[src/rtl/position_tracker.sv]
// position_tracker: debounced quadrature decoder with wrapping count and target-hit pulse
module position_tracker #(
  parameter int WIDTH = 8,
  parameter int DEBOUNCE = 4
) (
  input  logic             clock,
  input  logic             reset,
  input  logic             enc_a,
  input  logic             enc_b,
  input  logic             enable,
  input  logic             load_target,
  input  logic [WIDTH-1:0] target_in,
  output logic             position,
  output logic [WIDTH-1:0] count,
  output logic             direction,
  output logic             err
);
  logic [1:0] s1, s2, acc, prev, pb, cb, dlt;
  logic [3:0] cnt [2];
  logic [WIDTH-1:0] target, nxt;
  logic fwd, rev, bad;
  // Gray {a,b} to binary phase; the phase difference mod 4 classifies the step
  always_comb begin
    pb  = {prev[1], ^prev};
    cb  = {acc[1], ^acc};
    dlt = cb - pb;
    fwd = dlt == 2'd1;
    rev = dlt == 2'd3;
    bad = dlt == 2'd2;
    nxt = fwd ? count + WIDTH'(1) : count - WIDTH'(1);
  end
  always_ff @(posedge clock) begin
    if (reset) begin
      s1        <= '0;
      s2        <= '0;
      acc       <= '0;
      prev      <= '0;
      cnt[0]    <= '0;
      cnt[1]    <= '0;
      target    <= '0;
      count     <= '0;
      position  <= 1'b0;
      direction <= 1'b0;
      err       <= 1'b0;
    end else begin
      s1   <= {enc_a, enc_b};
      s2   <= s1;
      prev <= acc;
      for (int i = 0; i < 2; i++)
        if (s2[i] == acc[i]) cnt[i] <= '0;
        else if (cnt[i] == 4'(DEBOUNCE - 1)) begin
          acc[i] <= s2[i];
          cnt[i] <= '0;
        end else cnt[i] <= cnt[i] + 4'd1;
      if (load_target) target <= target_in;
      err      <= bad;
      position <= enable && (fwd || rev) && nxt == target;
      if (enable && (fwd || rev)) begin
        count     <= nxt;
        direction <= fwd;
      end
    end
  end
endmodule
[config.mk]
export PLATFORM = sky130hd
export DESIGN_NAME = position_tracker
export DESIGN_NICKNAME = d
export VERILOG_FILES = /design/src/rtl/position_tracker.sv
export SDC_FILE = /design/constraint.sdc
export NUM_CORES = 1
export LEC_CHECK = 0
export BUFFER_PORTS_ARGS = -buffer_cell sky130_fd_sc_hd__buf_4
export CORE_MARGIN = 2
export CORE_UTILIZATION = 34
export CTS_BUF_LIST = sky130_fd_sc_hd__clkbuf_4
export DETAILED_ROUTE_END_ITERATION = 16
export GPL_ROUTABILITY_DRIVEN = 1
export PLACE_DENSITY = 0.62
export SKIP_CTS_REPAIR_TIMING = 1
export SLEW_MARGIN = 20
export SYNTH_ARGS = -nofsm -noshare
export SYNTH_HDL_FRONTEND = slang
export SYNTH_SLANG_ARGS = --single-unit
[constraint.sdc]
create_clock -name clock -period 3.7 [get_ports clock]
set_input_delay 0.74 -clock clock [delete_from_list [all_inputs] [get_ports clock]]
set_output_delay 0.74 -clock clock [all_outputs]
set_load 0.02 [all_outputs]
==> results.md, run 1 <==
* Status: finished clean
* Global route overflow at 0
* Synth cell types at 38
* Ant diodes at 0
* Initial DRC count at 62
* CORE AREA at 0.00507 mm2
* TNS Setup at 0 ps
* Clock Skew at 6.39 ps
* Seq/Total Area, Yosys at 43.7%
* Met3 Use GR at 4.03%
* Period minus WS final at 3090 ps
* Commonest non-fill, non-tap cells in the layout: dfxtp_1 (27), buf_4 (24), nor2_1 (23)
* Setup crit end kind: flop
* Chip width at 76.5 um
* Max VDD drop at 0.127 mV
* Crit start category: flop
* Worst slew margin at 47.3%
* CP max FO at 7
* Root buffer cell: clkbuf_4
* Worst skew pair latency at 340 ps
* Final core occ at 41.7%
* Setup violations, final at 0
* Met1 Use GR at 16.3%
* Slew Limit Fails at 0
* #FFs+latches synth at 35
* CTS buffer count at 5
* Mapped Cells at 181
* CTS tree: yes
* Port buffer count at 24
* Met2 Usage GRT at 18.0%
* Layout cells sized above 1 at 16.8%
* Via-to-Cell Ratio at 4.54
* Drt pass-1 iters at 4
* Max-cap violations at 0
* Gr usage total at 12.1%
* Full die area at 0.00585 mm2
* Ports at 25
* # rows at 26
* Worst Path Required at 3980 ps
* Vias in the first global route at 1,175
* Total length of routed wires at 3260 um
* Area delta synth->final at 18.5%
* Clock-pin slew on the worst setup and hold paths at 110 ps
* Wire length per cell at 11.5 um
* Detailed placer's ending HPWL at 2390 um
* Lkg Pwr at 0.000859 uW
* GR peak layer: met2
* Largest net degree at the start of global routing at 30
* Initial Utilization at 35.2%
* Vias at 1,288
* CTS Sinks at 35
* Synthesized cell area at 0.00179 mm2
* Final ANT Viol Nets at 0
* Mean Syn Cell Area at 9.86 um2
* Max Clock Freq at 0.324 GHz
* Data arrival, critical path at 3370 ps
* Final-stage net count at 238
* CP Class: reg -> reg
* Min-Delay Path Class: reg -> reg
* P per Cell Area at 357 mW/mm2
* DRC at 0
* RD Place Congestion at 0.830
* Initial antenna violation count at 0
* Commonest non-fill, non-tap cell in the layout: dfxtp_1
* Maximum clock path buffer count at 2
* First-pass GRT wire length at 5600 um
* Synthesis Warnings at 0
* Final Hold Vio Count at 0
* RSZ-0062 raised after global routing: no
* Period utilisation layout at 83.5%
* Die H at 76.5 um
* H-tree depth at 2
* Worst Max-Slew Pin Slew at 789 ps
cell usage after synthesis:
cell type | n | area (um2)
a221oi_2 | 1 | 15.0
mux2i_1 | 10 | 100
a211o_1 | 2 | 17.5
a211oi_1 | 2 | 15.0
nand2_1 | 15 | 56.3
dfxtp_1 | 27 | 541
a21boi_1 | 1 | 7.51
ha_1 | 10 | 125
nand2b_1 | 1 | 6.26
nor3_1 | 2 | 10.0
xor2_2 | 1 | 16.3
fa_1 | 1 | 20.0
nor2b_1 | 8 | 50.1
o21ai_0 | 2 | 10.0
nand3b_1 | 3 | 22.5
nor3b_1 | 3 | 22.5
o21ai_1 | 1 | 5.00
a21oi_1 | 10 | 50.1
nand3_1 | 4 | 20.0
buf_6 | 1 | 11.3
a211oi_2 | 1 | 12.5
or2_0 | 1 | 6.26
clkbuf_8 | 1 | 13.8
inv_1 | 5 | 18.8
nand4_1 | 1 | 6.26
o21a_1 | 1 | 7.51
a21o_1 | 1 | 7.51
clkbuf_1 | 4 | 15.0
nor2b_4 | 1 | 13.8
or3_1 | 3 | 18.8
xor2_1 | 8 | 70.1
conb_1 | 1 | 3.75
nor2_1 | 23 | 86.3
xnor2_1 | 14 | 123
and3_1 | 1 | 6.26
edfxtp_1 | 8 | 240
a21oi_2 | 1 | 8.76
nor4_1 | 1 | 6.26
metal layers:
layer  share of wire, %  vias up
li1                   -      671
met5                  0        -
met2                 44       22
met3                3.8        2
met4               0.83        0
met1                 52      593
worst max-delay path, stage by stage, from the launching register on:
cell	delay (ps)
dfxtp_1	450
xnor2_1	110
ha_1	210
xor2_1	170
xnor2_1	190
nor2b_4	240
inv_1	160
ha_1	370
a211oi_1	250
a21o_1	200
a21oi_2	80
xor2_2	160
or3_1	310
a21oi_1	140
metrics by stage:
stage | setup slack, ps | instance area [um2] | total power (uW) | hold WS (ps) | instances
2_1_floorplan | 859 | 1810 | 474 | 414 | 188
3_3_place_gp | 703 | 2040 | 495 | 421 | 276
3_5_place_dp | 641 | 2040 | 495 | 427 | 276
4_1_cts | 593 | 2120 | 766 | 446 | 284
5_1_grt | 368 | 2120 | 794 | 461 | 284
6_report | 610 | 2120 | 756 | 440 | 284
cell families after synthesis:
group                      after synthesis  share of synthesized area [%]
xor gates and xnor gates                23                           11.7
adders and majority gates               11                           8.13
muxes                                   10                           5.61
DFF                                     35                           43.7
and+or+nand+nor                         67                           18.6
AOI/OAI and AO/OA                       23                           8.76
buffers and inverters                   11                           3.29
other                                    1                          0.210
sequential cells by signal, indices dropped and copies added, names as in the netlist:
signal	count
cnt	8
direction	1
err	1
s2	2
target	8
s1	2
count	8
position	1
acc	2
prev	2
power by group:
part	internal (uW)	leakage (uW)	total, uW	switching, uW
clock	139	0.0000426	270	131
combinational	37.4	0.000513	74.3	36.9
sequential	403	0.000303	412	8.87
total	579	0.000859	756	177
worst paths after layout:
kind | start | endpoint | slack (ps) | cells after the start
max | acc[1] | count[7] | 610 | 13
min | s1[0] | s2[0] | 440 | 1
max reg2reg | acc[1] | count[7] | 610 | 13
min reg2reg | s1[0] | s2[0] | 440 | 1
cell type report:
cell class              instances  area (um2)
clock buffers                   5        37.5
clock inverters                 3        38.8
fillers                       527        2960
inverters                       5        18.8
multi-input cells             142         972
flip-flops and latches         35         781
well taps                      70        87.6
repair buffers                 24         180
Note: power is estimated with default switching activity, not from simulation.
==> run 2: changes to the inputs <==
clock period = 3.2 ns   (was 3.7 ns; I/O delays follow)
==> run 2 against run 1 <==
Routed wire length grew 1.5%. Flip-flop and latch count is the same. Cell count is the same. Clock power grew 15%. Setup slack lost 380 ps. Clock-buffer cell count is the same. Sequential power grew 16%. Sequential share of layout area grew 0.075 points. Global-route usage grew 0.18 points. Register-to-register slack lost 380 ps.
==> results.md, run 2 (synthesis results as in run 1) <==
* Commonest non-fill, non-tap cells in the layout: dfxtp_1 (25), buf_4 (24), nor2_1 (23) (was dfxtp_1 (27), buf_4 (24), nor2_1 (23))
* Min-Delay Path Class: reg -> reg (unchanged)
* Worst-case hold slack at 458 ps (was 440 ps)
* Max VDD drop at 0.194 mV (was 0.127 mV)
* CORE AREA at 0.00507 mm2 (unchanged)
* Final-stage net count at 238 (unchanged)
* First-pass GRT wire length at 5640 um (was 5600 um)
* Root buffer cell: clkbuf_4 (unchanged)
* Ant diodes at 0 (unchanged)
* Data arrival, critical path at 3250 ps (was 3370 ps)
* Hold Crit Start: s1[0] (unchanged)
* Final ANT Viol Nets at 0 (unchanged)
* RR Endpoint: count[7] (unchanged)
* Setup violations, final at 0 (unchanged)
* CP max FO at 7 (unchanged)
* Detailed placer's ending HPWL at 2420 um (was 2390 um)
* Worst skew pair latency at 340 ps (about the same)
* Worst Max-Slew Pin Slew at 779 ps (was 789 ps)
* TNS Setup at 0 ps (unchanged)
* H-tree depth at 2 (unchanged)
* Worst Path Required at 3480 ps (was 3980 ps)
* Max Clock Freq at 0.337 GHz (was 0.324 GHz)
* # rows at 26 (unchanged)
* Largest net degree at the start of global routing at 30 (unchanged)
* Critical-path top delay cell: dfxtp_1 (unchanged)
* Final Hold Vio Count at 0 (unchanged)
* Lkg Pwr at 0.000860 uW (was 0.000859 uW)
* CP Class: reg -> reg (unchanged)
* Via-to-Cell Ratio at 4.52 (was 4.54)
* RD Place Congestion at 0.830 (unchanged)
* Chip width at 76.5 um (unchanged)
* Total length of routed wires at 3310 um (was 3260 um)
* Area delta synth->final at 18.6% (was 18.5%)
* P per Cell Area at 412 mW/mm2 (was 357 mW/mm2)
* Comb pwr share at 9.9% (was 9.8%)
* Status: finished clean (unchanged)
* DRC at 0 (unchanged)
* CTS buffer count at 5 (unchanged)
* R2R Setup Slk at 230 ps (was 610 ps)
* Largest registers: cnt x8, count x8, target x8 (unchanged)
* Ports at 25 (unchanged)
* Hold path cells at 1 (unchanged)
* Fillers at 557 (was 527)
* Initial antenna violation count at 0 (unchanged)
* Sw power at 204 uW (was 177 uW)
* Initial Utilization at 35.2% (unchanged)
* CTS tree: yes (unchanged)
* Crit start category: flop (unchanged)
* Final core occ at 41.7% (about the same)
* R2R Path Start: prev[1] (was acc[1])
* Initial DRC count at 50 (was 62)
* Cell-internal power at 670 uW (was 579 uW)
* Sw frac at 23.3% (was 23.4%)
* Layout cells sized above 1 at 18.2% (was 16.8%)
* Commonest non-fill, non-tap cell in the layout: dfxtp_1 (unchanged)
* CTS Sinks at 35 (unchanged)
* Full die area at 0.00585 mm2 (unchanged)
* Wire length per cell at 11.6 um (was 11.5 um)
* Slew Limit Fails at 0 (unchanged)
* Setup crit end kind: flop (unchanged)
* CP top delay family: XOR/XNOR gates (was compound AO/OA/AOI/OAI gates)
* Vias at 1,284 (was 1,288)
* Crit-path cells: xor2_1 -> ha_1 -> xor2_1 -> xnor2_1 -> nor2b_4 -> inv_2 -> ha_1 -> a211oi_1 -> a21o_1 -> a21oi_2 -> xor2_2 -> or3_1 -> a21oi_1 (was xnor2_1 -> ha_1 -> xor2_1 -> xnor2_1 -> nor2b_4 -> inv_1 -> ha_1 -> a211oi_1 -> a21o_1 -> a21oi_2 -> xor2_2 -> or3_1 -> a21oi_1)
* Register-to-Register Path Depth at 13 (unchanged)
* Sequential share of power at 54.5% (about the same)
* Max-cap violations at 0 (unchanged)
* Gr usage total at 12.3% (was 12.1%)
* Drt pass-1 iters at 4 (unchanged)
* Period minus WS final at 2970 ps (was 3090 ps)
* Clock Skew at 4.79 ps (was 6.39 ps)
* Hold EP: s2[0] (unchanged)
* Maximum clock path buffer count at 2 (unchanged)
* Port buffer count at 24 (unchanged)
* Global route overflow at 0 (unchanged)
* RSZ-0062 raised after global routing: no (unchanged)
* Worst slew margin at 48.0% (was 47.3%)
* Buf+Inv Stages, Crit Path at 1 (unchanged)
* Die H at 76.5 um (unchanged)
* Vias in the first global route at 1,190 (was 1,175)
* Clock-pin slew on the worst setup and hold paths at 110 ps (about the same)
* Clock power frac at 35.6% (was 35.7%)
* Largest stage delay, worst path at 380 ps (was 450 ps)
* Period utilisation layout at 92.7% (was 83.5%)
[run 2: through the flow]
| stage | instances | setup WS [ps] | area, um2 | power, uW |
|---|---|---|---|---|
| 6_report | 284 | 233 | 2120 | 873 |
| 5_1_grt | 284 | 5.69 | 2120 | 920 |
| 3_3_place_gp | 276 | 203 | 2040 | 572 |
| 3_5_place_dp | 276 | 129 | 2040 | 573 |
| 4_1_cts | 284 | 98.7 | 2120 | 887 |
| 2_1_floorplan | 188 | 359 | 1810 | 549 |
[run 2: worst max-delay path by stage]
stage,from,to,cells past startpoint
2_1_floorplan,acc[1],count[7],13
3_3_place_gp,acc[1],count[7],13
3_5_place_dp,acc[1],count[7],13
4_1_cts,acc[1],count[7],13
5_1_grt,acc[1],count[7],13
6_report,prev[1],count[7],13
[run 2: layer usage]
| layer | up-vias | routed length [um] | track usage (%) |
|---|---|---|---|
| li1 | 672 | - | - |
| met1 | 586 | 1700 | 15.7 |
| met2 | 22 | 1430 | 18.5 |
| met3 | 4 | 125 | 4.74 |
| met4 | 0 | 53 | 5.09 |
| met5 | - | 0 | 0 |
[run 2: power by group through the flow]
stage,registers (uW),logic [uW],clock network [uW]
after floorplan,485,63.3,0
after global placement,486,85.9,0
after detailed placement,486,86.5,0
after CTS,476,87.0,324
after global routing,478,96.7,345
final,476,86.6,311
[run 2: layout make-up]
cell class,instances,area (um2),share of cell area (%)
clock buffer,5,37.5,1.77
clock inverter,3,38.8,1.83
inverter,5,18.8,0.886
multi-input combinational,142,972,45.9
sequential,35,783,37.0
tap,70,87.6,4.13
timing repair buffer,24,180,8.51
[run 2: worst reg2reg max path: stages, from the launching register on]
cell and delay, ps:
dfxtp_1 380, xor2_1 170, ha_1 180, xor2_1 180
xnor2_1 160, nor2b_4 250, inv_2 100, ha_1 350
a211oi_1 260, a21o_1 200, a21oi_2 80, xor2_2 160
or3_1 310, a21oi_1 130
